`src/rtl/microseq_pipe_ctrl.sv`:
```
// rtl/microseq_pipe_ctrl.sv - micro-PC sequencer feeding a three-stage C/T pipeline
module microseq_pipe_ctrl (
  input  logic       clock,
  input  logic       reset_n,
  input  logic       start,
  input  logic [4:0] start_addr,
  input  logic       stall,
  input  logic       flush,
  output logic [4:0] rom_addr,
  input  logic [5:0] rom_C,
  input  logic [6:0] rom_T,
  output logic [5:0] C3,
  output logic [6:0] T3,
  output logic       v3,
  output logic [5:0] C4,
  output logic [6:0] T4,
  output logic       v4,
  output logic [5:0] C5,
  output logic [6:0] T5,
  output logic       v5,
  output logic       busy,
  output logic       done,
  output logic [7:0] op_count
);

  typedef enum logic [1:0] {IDLE, RUN, DRAIN} state_t;

  state_t     state, state_nxt;
  logic [4:0] upc;
  logic       advance;
  logic       drained;
  logic       last;
  logic       accept;

  assign advance  = !stall;
  assign drained  = !v3 && !v4 && !v5;
  assign last     = rom_T[6];
  assign accept   = (state == IDLE) && start;
  assign busy     = (state != IDLE);
  assign rom_addr = upc;

  always_ff @(posedge clock or negedge reset_n) begin
    if (!reset_n) state <= IDLE;
    else          state <= state_nxt;
  end

  always_comb begin
    state_nxt = state;
    case (state)
      IDLE:    if (start) state_nxt = RUN;
      RUN:     if (advance && last) state_nxt = DRAIN;
      DRAIN:   if (drained) state_nxt = IDLE;
      default: state_nxt = IDLE;
    endcase
    if (flush) state_nxt = IDLE;
  end

  always_ff @(posedge clock or negedge reset_n) begin
    if (!reset_n) begin
      upc      <= 5'd0;
      C3       <= 6'd0;
      T3       <= 7'd0;
      v3       <= 1'b0;
      C4       <= 6'd0;
      T4       <= 7'd0;
      v4       <= 1'b0;
      C5       <= 6'd0;
      T5       <= 7'd0;
      v5       <= 1'b0;
      done     <= 1'b0;
      op_count <= 8'd0;
    end else begin
      done <= 1'b0;
      if (flush) begin
        // C/T payloads are left alone; only the valid bits matter downstream
        v3  <= 1'b0;
        v4  <= 1'b0;
        v5  <= 1'b0;
        upc <= 5'd0;
      end else begin
        if (accept)
          upc <= start_addr;
        else if (state == RUN && advance && !last)
          upc <= upc + 5'd1;

        if (state == DRAIN && drained)
          done <= 1'b1;

        if (advance) begin
          if (state == RUN) begin
            C3 <= rom_C;
            T3 <= rom_T;
            v3 <= 1'b1;
          end else begin
            v3 <= 1'b0;
          end
          C4 <= C3;
          T4 <= T3;
          v4 <= v3;
          C5 <= C4;
          T5 <= T4;
          v5 <= v4;
        end

        if (accept)
          op_count <= 8'd0;
        else if (advance && v5 && op_count != 8'hff)
          op_count <= op_count + 8'd1;
      end
    end
  end

endmodule

```
`config.mk`:
```
export PLATFORM = sky130hd
export DESIGN_NAME = microseq_pipe_ctrl
export DESIGN_NICKNAME = d
export VERILOG_FILES = /design/src/rtl/microseq_pipe_ctrl.sv
export SDC_FILE = /design/constraint.sdc
export NUM_CORES = 1
export LEC_CHECK = 0
export CAP_MARGIN = 20
export CORE_ASPECT_RATIO = 1.5
export CORE_MARGIN = 4
export CORE_UTILIZATION = 40
export DETAILED_ROUTE_END_ITERATION = 10
export PLACE_DENSITY = 0.73
export SYNTH_ARGS = -nofsm -noshare
export SYNTH_HDL_FRONTEND = slang
export SYNTH_SLANG_ARGS = --single-unit
```
`constraint.sdc`:
```
create_clock -name clock -period 2.1 [get_ports clock]
set_input_delay 0.42 -clock clock [delete_from_list [all_inputs] [get_ports clock]]
set_output_delay 0.42 -clock clock [all_outputs]
set_load 0.05 [all_outputs]
```
==> results of run 1 <==
kinds of logic (layout without fill, tap and decap cells):
| family | count (synthesis) | in the layout | synth area share, % |
|---|---|---|---|
| AND/OR/NAND/NOR | 62 | 62 | 13.8 |
| AO/OA/AOI/OAI | 26 | 26 | 7.64 |
| adder cells (fa/ha/maj) | 2 | 2 | 0.986 |
| flip-flops | 58 | 58 | 57.2 |
| buffers and inverters | 7 | 109 | 1.82 |
| multiplexers | 42 | 42 | 18.5 |
metrics by stage:
step / power, mW / std cells
2_1_floorplan: 2.88 / 197
3_3_place_gp: 3.62 / 357
3_5_place_dp: 3.64 / 357
4_1_cts: 4.71 / 373
5_1_grt: 4.87 / 373
6_report: 4.64 / 373
metal layers:
metal	vias up	global-route usage, %	wire [um]
met5	-	0	0
met4	0	6.33	68
met3	8	7.44	567
met2	66	26.8	2820
met1	926	17.0	2140
li1	909	-	-
cell type report:
cell class / count / area (sq um)
clock buffers: 11 / 151
clock inverters: 5 / 52.6
fillers: 513 / 2460
multi-input cells: 132 / 1040
flip-flops and latches: 58 / 1450
well taps: 74 / 92.6
repair buffers: 93 / 926
registers in the layout, summed over array words and instances, names as in the netlist:
signal and count:
C3 6, C4 6, C5 6, T3 7
T4 7, T5 7, done 1, op_count 8
rom_addr 5, state 2, v3 1, v4 1
v5 1
synthesized netlist by cell type (all sizes together):
cell type and n:
and3 1, nor3b 3, nand2 17, nor3 7, buf 6, nor4b 4
o21ai 5, nand4 1, a22o 1, ha 2, nor2 9, clkbuf 1
a21oi 4, or2 3, o22a 5, nand3 3, nand4b 1, a311oi 1
nor2b 4, o21ba 1, o211ai 1, or3 2, nor4 1, a221o 2
and2 1, a21o 1, a211oi 1, nand2b 4, or3b 1, o22ai 3
o21bai 1, dfrtp 58, mux2i 2, mux2 40
worst max-delay path by stage:
stage           startpoint     endpoint  slack [ps]  cells after the start
4_1_cts        op_count[2]  op_count[2]          50                      1
6_report       op_count[3]  op_count[3]          70                      1
5_1_grt        op_count[3]  op_count[3]          20                      1
3_5_place_dp         start  op_count[3]         -30                      4
3_3_place_gp         start  op_count[3]          10                      4
2_1_floorplan  op_count[0]  op_count[3]          50                      5
power by group:
group,total (mW),internal (mW),switching [mW]
sequential,1.58,1.40,0.183
combinational,2.02,0.743,1.28
clock,1.04,0.606,0.434
==> results_dict.tcl, run 1 <==
set metrics [dict create \
    hold_path_class "primary input to asynchronous set/reset pin" \
    ys_warn_count 0 \
    path_cells "clkdlybuf4s50_1" \
    synthTopCellsByArea "dfrtp_1 (57%), mux2_2 (18%), nand2_1 (2.5%)" \
    max_stage_delay_ps 840 \
    dieArea_sq_mm 0.00771 \
    vias 1909 \
    postCtsSetupBuffers 0 \
    whs_ps 81.3 \
    cp-start-kind "flop" \
    synth_top_cell_by_area "dfrtp_1" \
    io_pins 80 \
    postPlaceCellArea_sq_mm 0.00351 \
    slew_headroom_pct 64.4 \
    reg2reg_from "op_count[0]" \
    end_kind "output pin" \
    path_buf_inv 1 \
    period_needed_ps 2030 \
    initial_core_util_pct 41.1 \
    synth.net_count 222 \
    tightest_slew_ps 533 \
    required_ps 1680 \
    fin_util_pct 60.2 \
    place_congestion 0.770 \
    peakVddDrop_uv 786 \
    vias_per_cell 5.12 \
    fp.dieH_um 106 \
    grt_pass1_vias 2056 \
    r2r_end "op_count[3]" \
    cts.clk_slew.worst_paths_ps 70 \
    ctsResizeCount 0 \
    setup_ws_ps 72.2 \
    holdBufCountCts 0 \
    drv_slew 0 \
    clock_latency_ps 330 \
    fin_nets 319 \
    grt_usage_pct 16.0 \
    fin_crit_sh_pct 96.6 \
    diodes 0 \
    setup_tns_ps 0 \
    setup_viol 0 \
    clock.fmax_mhz 493 \
    seq_area_frac_synth_pct 57.2 \
    netlist_area_sq_mm 0.00254 \
    routedWlPerCell_um 15.0 \
    status "complete, no violations" \
    syn2layout_area_growth_pct 46.3 \
    critPathTopFamily "buffers and inverters" \
    antenna_found_initial 0 \
    numCtsBuffers 9 \
    grt_max_degree 59 \
    ys_types 40 \
    synth_seq_cells 58 \
    die_w_um 73.0 \
    avgSynthCellArea_sq_um 12.9 \
    core_sq_mm 0.00617 \
    routed_wl_um 5590 \
    r2r_setup_slack_ps 310 \
    path_max_fanout 7 \
    drtIter0Drc 71 \
    cts_sinks 58 \
    drive_above_1_share_pct 27.4 \
    firstDrtPassIters 4 \
    cts_max_path_buffers 2 \
    rows 35 \
    cap_violations 0 \
    worst-r2r-cell-count 6 \
    hpwl_um 3930 \
    tritoncts "yes" \
    grt_pass1_wl_um 9540 \
    arrival_ps 1610 \
    clockRootBuffer "clkbuf_8" \
    p_per_area_mw_per_mm2 1250 \
    synth_top_area_share_pct 57.2 \
    p_leak_nw 1.55 \
    fin_skew_ps 9.77 \
    portBuffers 79 \
    antenna_left 0 \
    slowest_stage "clkdlybuf4s50_1" \
    cts_htree_levels 3 \
    synthesis.instances 197 \
    drc 0 \
    layout_common_cells "clkdlybuf4s50_1 (77), dfrtp_1 (58), mux2_2 (40), nand2_1 (17), buf_4 (12)" \
    finalHoldViolations 0 \
    rsz0062_at_grt "false" \
    criticalPathCategory "flop to output pin" \
    place_ws_ps -31.5 \
    grt_overflow 0 \
    final_common_cell "clkdlybuf4s50_1" \
    fin_area_sq_mm 0.00371 \
]
Note: power is estimated with default switching activity, not from simulation.
==> inputs of run 2 (changes only) <==
--- a/config.mk
+++ b/config.mk
@@ -10,7 +10,7 @@
 export CORE_MARGIN = 4
 export CORE_UTILIZATION = 40
 export DETAILED_ROUTE_END_ITERATION = 10
-export PLACE_DENSITY = 0.73
+export PLACE_DENSITY = 0.76
 export SYNTH_ARGS = -nofsm -noshare
 export SYNTH_HDL_FRONTEND = slang
 export SYNTH_SLANG_ARGS = --single-unit
==> constraint.sdc (replaced) <==
create_clock -name clock -period 1.7 [get_ports clock]
set_input_delay 0.34 -clock clock [delete_from_list [all_inputs] [get_ports clock]]
set_output_delay 0.34 -clock clock [all_outputs]
set_load 0.05 [all_outputs]
==> results_dict.tcl, run 2 (same netlist as run 1, synthesis figures left out) <==
set metrics [dict create \
    status "finished with violations" \
    violations "hold timing" \
    firstDrtPassIters 4 \
    cts.clk_slew.worst_paths_ps 70 \
    peakVddDrop_uv 984 \
    cts_max_path_buffers 2 \
    antenna_found_initial 0 \
    numCtsBuffers 9 \
    core_sq_mm 0.00617 \
    swShare_pct 43.4 \
    antenna_left 0 \
    portBuffers 79 \
    fin_crit_sh_pct 97.3 \
    p_int_mw 3.11 \
    cap_violations 0 \
    combPwrFrac_pct 43.6 \
    clock.fmax_mhz 605 \
    fin_nets 335 \
    dieArea_sq_mm 0.00771 \
    syn2layout_area_growth_pct 47.0 \
    whs_ps -14.0 \
    final_common_cell "buf_4" \
    largest_reg_flops 8 \
    p_sw_mw 2.39 \
    initial_core_util_pct 41.1 \
    cts_sinks 58 \
    layout_common_cells "buf_4 (80), dfrtp_1 (53), mux2_2 (40), clkdlybuf4s50_1 (21), nand2_1 (17)" \
    postPlaceCellArea_sq_mm 0.00347 \
    regMostFlops "op_count" \
    max_stage_delay_ps 500 \
    grt_pass1_vias 1998 \
    fp.dieH_um 106 \
    slowest_stage "clkdlybuf4s50_1" \
    drv_slew 0 \
    path_max_fanout 5 \
    setup_viol 0 \
    drc 0 \
    p_clk_share_pct 20.7 \
    routed_wl_um 5880 \
    tritoncts "yes" \
    cp-start-kind "primary input" \
    rows 35 \
    grt_pass1_wl_um 9450 \
    grt_max_degree 59 \
    vias 2001 \
    end_kind "flop" \
    rsz0062_at_grt "false" \
    fin_util_pct 60.4 \
    p_seq_share_pct 35.7 \
    cts_htree_levels 3 \
    criticalPathCategory "primary input to flop" \
    p_per_area_mw_per_mm2 1470 \
    vias_per_cell 5.14 \
    grt_usage_pct 15.8 \
    io_pins 80 \
    period_needed_ps 1650 \
    grt_overflow 0 \
    arrival_ps 1870 \
    die_w_um 73.0 \
    finalHoldViolations 6 \
    tightest_slew_ps 334 \
    required_ps 1920 \
    fin_skew_ps 9.78 \
    clock_latency_ps 330 \
    hpwl_um 4110 \
    fin_area_sq_mm 0.00373 \
    p_leak_nw 1.70 \
    path_cells "clkdlybuf4s50_1, or3b_4, o22a_4, a221o_1" \
    clockRootBuffer "clkbuf_8" \
    diodes 0 \
    holdBufCountCts 0 \
    slew_headroom_pct 77.4 \
    routedWlPerCell_um 15.1 \
    hold_path_class "primary input to asynchronous set/reset pin" \
    drive_above_1_share_pct 51.4 \
    drtIter0Drc 57 \
    place_congestion 0.760 \
]
## run 2: critical path, delay by kind of cell
family / cells / cell delay [ps]
compound gates: 2 / 610
buf+inv: 1 / 500
simple gates: 1 / 420
## run 2: worst paths after layout
| kind | startpoint | to | slack [ps] | depth (start not counted) |
|---|---|---|---|---|
| max | start | op_count[2] | 50 | 4 |
| min | reset_n | rom_addr[2] | -10 | 2 |
| max reg2reg | op_count[0] | op_count[2] | 60 | 6 |
| min reg2reg | C5[1] | C5[1] | 510 | 1 |
| max in group asynchronous | reset_n | op_count[4] | 1390 | 2 |
| min in group clock | C5[1] | C5[1] | 510 | 1 |
## run 2: layer usage
layer  wire length, um  track usage, %
met2              3130            26.8
met4                61            5.94
met1              2260            17.4
met5                 0               0
met3               428            6.11
## run 2: timing repair
item	4_1_cts	5_1_grt
gates resized for setup	1	5
pin swaps	0	1
buffers inserted	1	8
cloned	0	0
setup endpoints to repair	1	5
## run 2: final cells by class
cell class | instances | area, sq um
flip-flops and latches | 58 | 1460
multi-input cells | 132 | 1070
clock buffers | 10 | 138
repair buffers | 109 | 933
clock inverters | 6 | 41.3
well taps | 74 | 92.6
fillers | 528 | 2440
## run 2: per-stage QoR
step	setup WS (ps)	instances	power [mW]	TNS, ps
after global placement	-304	364	4.36	-10790
after CTS	5.59	381	5.57	0
after global routing	3.34	389	5.77	0
after detailed placement	-329	364	4.40	-10670
after floorplan	1.86	197	3.56	0
final	46.1	389	5.50	0
## run 2: power by group through the flow
stage               Clock [mW]  Combinational, mW  Sequential [mW]
finish                    1.14               2.40             1.96
global route              1.25               2.51             2.02
detailed placement           0               2.41             1.99
CTS                       1.18               2.42             1.97
floorplan                    0              0.396             3.16
global placement             0               2.38             1.98
==> inputs of run 3 (changes only) <==
--- a/config.mk
+++ b/config.mk
@@ -6,11 +6,10 @@
 export NUM_CORES = 1
 export LEC_CHECK = 0
 export CAP_MARGIN = 20
-export CORE_ASPECT_RATIO = 1.5
 export CORE_MARGIN = 4
-export CORE_UTILIZATION = 40
+export CORE_UTILIZATION = 42
 export DETAILED_ROUTE_END_ITERATION = 10
-export PLACE_DENSITY = 0.76
+export PLACE_DENSITY = 0.79
 export SYNTH_ARGS = -nofsm -noshare
 export SYNTH_HDL_FRONTEND = slang
 export SYNTH_SLANG_ARGS = --single-unit
==> results_dict.tcl, run 3 (same netlist as run 1, synthesis figures left out) <==
set metrics [dict create \
    cap_violations 0 \
    layout_common_cells "buf_4 (78), dfrtp_1 (53), mux2_2 (40), clkdlybuf4s50_1 (20), nand2_1 (17)" \
    p_leak_nw 1.72 \
    drtIter0Drc 72 \
    drive_above_1_share_pct 51.0 \
    cts.clk_slew.worst_paths_ps 60 \
    cts_sinks 58 \
    finalHoldViolations 0 \
    status "complete, no violations" \
    path_cells "clkdlybuf4s50_1, or3b_4, o22a_4, a221o_1" \
    setup_viol 0 \
    cts_max_path_buffers 2 \
    cts_htree_levels 3 \
    tightest_slew_ps 461 \
    initial_core_util_pct 43.1 \
    regMostFlops "op_count" \
    hpwl_um 4260 \
    required_ps 1900 \
    criticalPathCategory "primary input to flop" \
    fin_crit_sh_pct 97.8 \
    core_sq_mm 0.00589 \
    grt_overflow 0 \
    syn2layout_area_growth_pct 48.1 \
    path_max_fanout 5 \
    setup_tns_ps 0 \
    hold_path_class "primary input to flop" \
    drv_slew 0 \
    firstDrtPassIters 4 \
    antenna_found_initial 0 \
    dieArea_sq_mm 0.00735 \
    period_needed_ps 1660 \
    io_pins 80 \
    max_stage_delay_ps 490 \
    vias_per_cell 5.15 \
    fin_nets 333 \
    clock_latency_ps 330 \
    drc 0 \
    fillers 473 \
    die_w_um 85.7 \
    critPathTopFamily "compound AO/OA/AOI/OAI gates" \
    diodes 0 \
    peakVddDrop_uv 1220 \
    place_congestion 0.761 \
    routed_wl_um 5980 \
    slew_headroom_pct 69.1 \
    arrival_ps 1870 \
    grt_max_degree 44 \
    end_kind "flop" \
    portBuffers 79 \
    grt_usage_pct 17.4 \
    fin_skew_ps 9.39 \
    fp.dieH_um 85.7 \
    grt_pass1_vias 2067 \
    largest_reg_flops 8 \
    p_per_area_mw_per_mm2 1510 \
    final_common_cell "buf_4" \
    vias 1993 \
    numCtsBuffers 9 \
    clock.fmax_mhz 601 \
    clockRootBuffer "clkbuf_8" \
    whs_ps 449 \
    tritoncts "yes" \
    routedWlPerCell_um 15.5 \
    slowest_stage "clkdlybuf4s50_1" \
    rows 28 \
    path_buf_inv 1 \
    antenna_left 0 \
    cp-start-kind "primary input" \
    grt_pass1_wl_um 9960 \
]
==> run 3: path summary, 6_finish.rpt <==
check                            start     endpoint  slack [ps]  depth (start not counted)
setup / recovery                 start  op_count[2]          40                          4
hold / removal                   stall           v3         450                          3
setup reg to reg           op_count[1]  op_count[2]          50                          6
hold reg to reg                  C5[0]        C5[0]         510                          1
max in group asynchronous      reset_n  op_count[3]         630                          3
min in group asynchronous      reset_n        T3[3]         480                          2
==> run 3: final cells by class <==
| class | count | area (sq um) | area share (%) |
|---|---|---|---|
| clock buffers | 13 | 169 | 4.49 |
| clock inverters | 2 | 35.0 | 0.932 |
| multi-input cells | 132 | 1080 | 28.9 |
| flip-flops and latches | 58 | 1460 | 38.8 |
| well taps | 75 | 93.8 | 2.50 |
| repair buffers | 107 | 920 | 24.5 |
==> run 3: where the power goes <==
group	switching (mW)	internal [mW]
clock	0.511	0.787
sequential	0.242	1.73
combinational	1.59	0.817
==> run 3: tightest hold or removal path: stages <==
cell and delay, ps:
dlymetal6s2s_1 220, nand2_1 100, o21bai_1 60
==> run 3: metal layers <==
layer	track usage, %	wire (um)	up-vias
li1	-	-	947
met1	21.9	2500	973
met2	26.1	2820	66
met3	8.65	600	7
met4	6.04	59	0
met5	0	0	-
==> run 3: timing repair <==
item                                   CTS  global route
endpoints found under the hold margin   15             0
setup endpoints to repair                2            17
resized for setup                        5             5
buffers inserted                         1             4
pin swaps                                0             1
hold buffers                             1             0
==> run 3: stage by stage <==
| stage | power, mW | utilization (%) | cells | setup WS, ps | cell area (sq um) |
|---|---|---|---|---|---|
| floorplan | 3.56 | - | 197 | 1.86 | 2570 |
| global placement | 4.36 | 59.0 | 366 | -299 | 3470 |
| detailed placement | 4.40 | 59.0 | 366 | -342 | 3470 |
| CTS | 5.73 | 63.1 | 383 | 2.22 | 3710 |
| global route | 5.95 | 63.9 | 387 | -15.2 | 3760 |
| finish | 5.67 | 63.9 | 387 | 37.1 | 3760 |
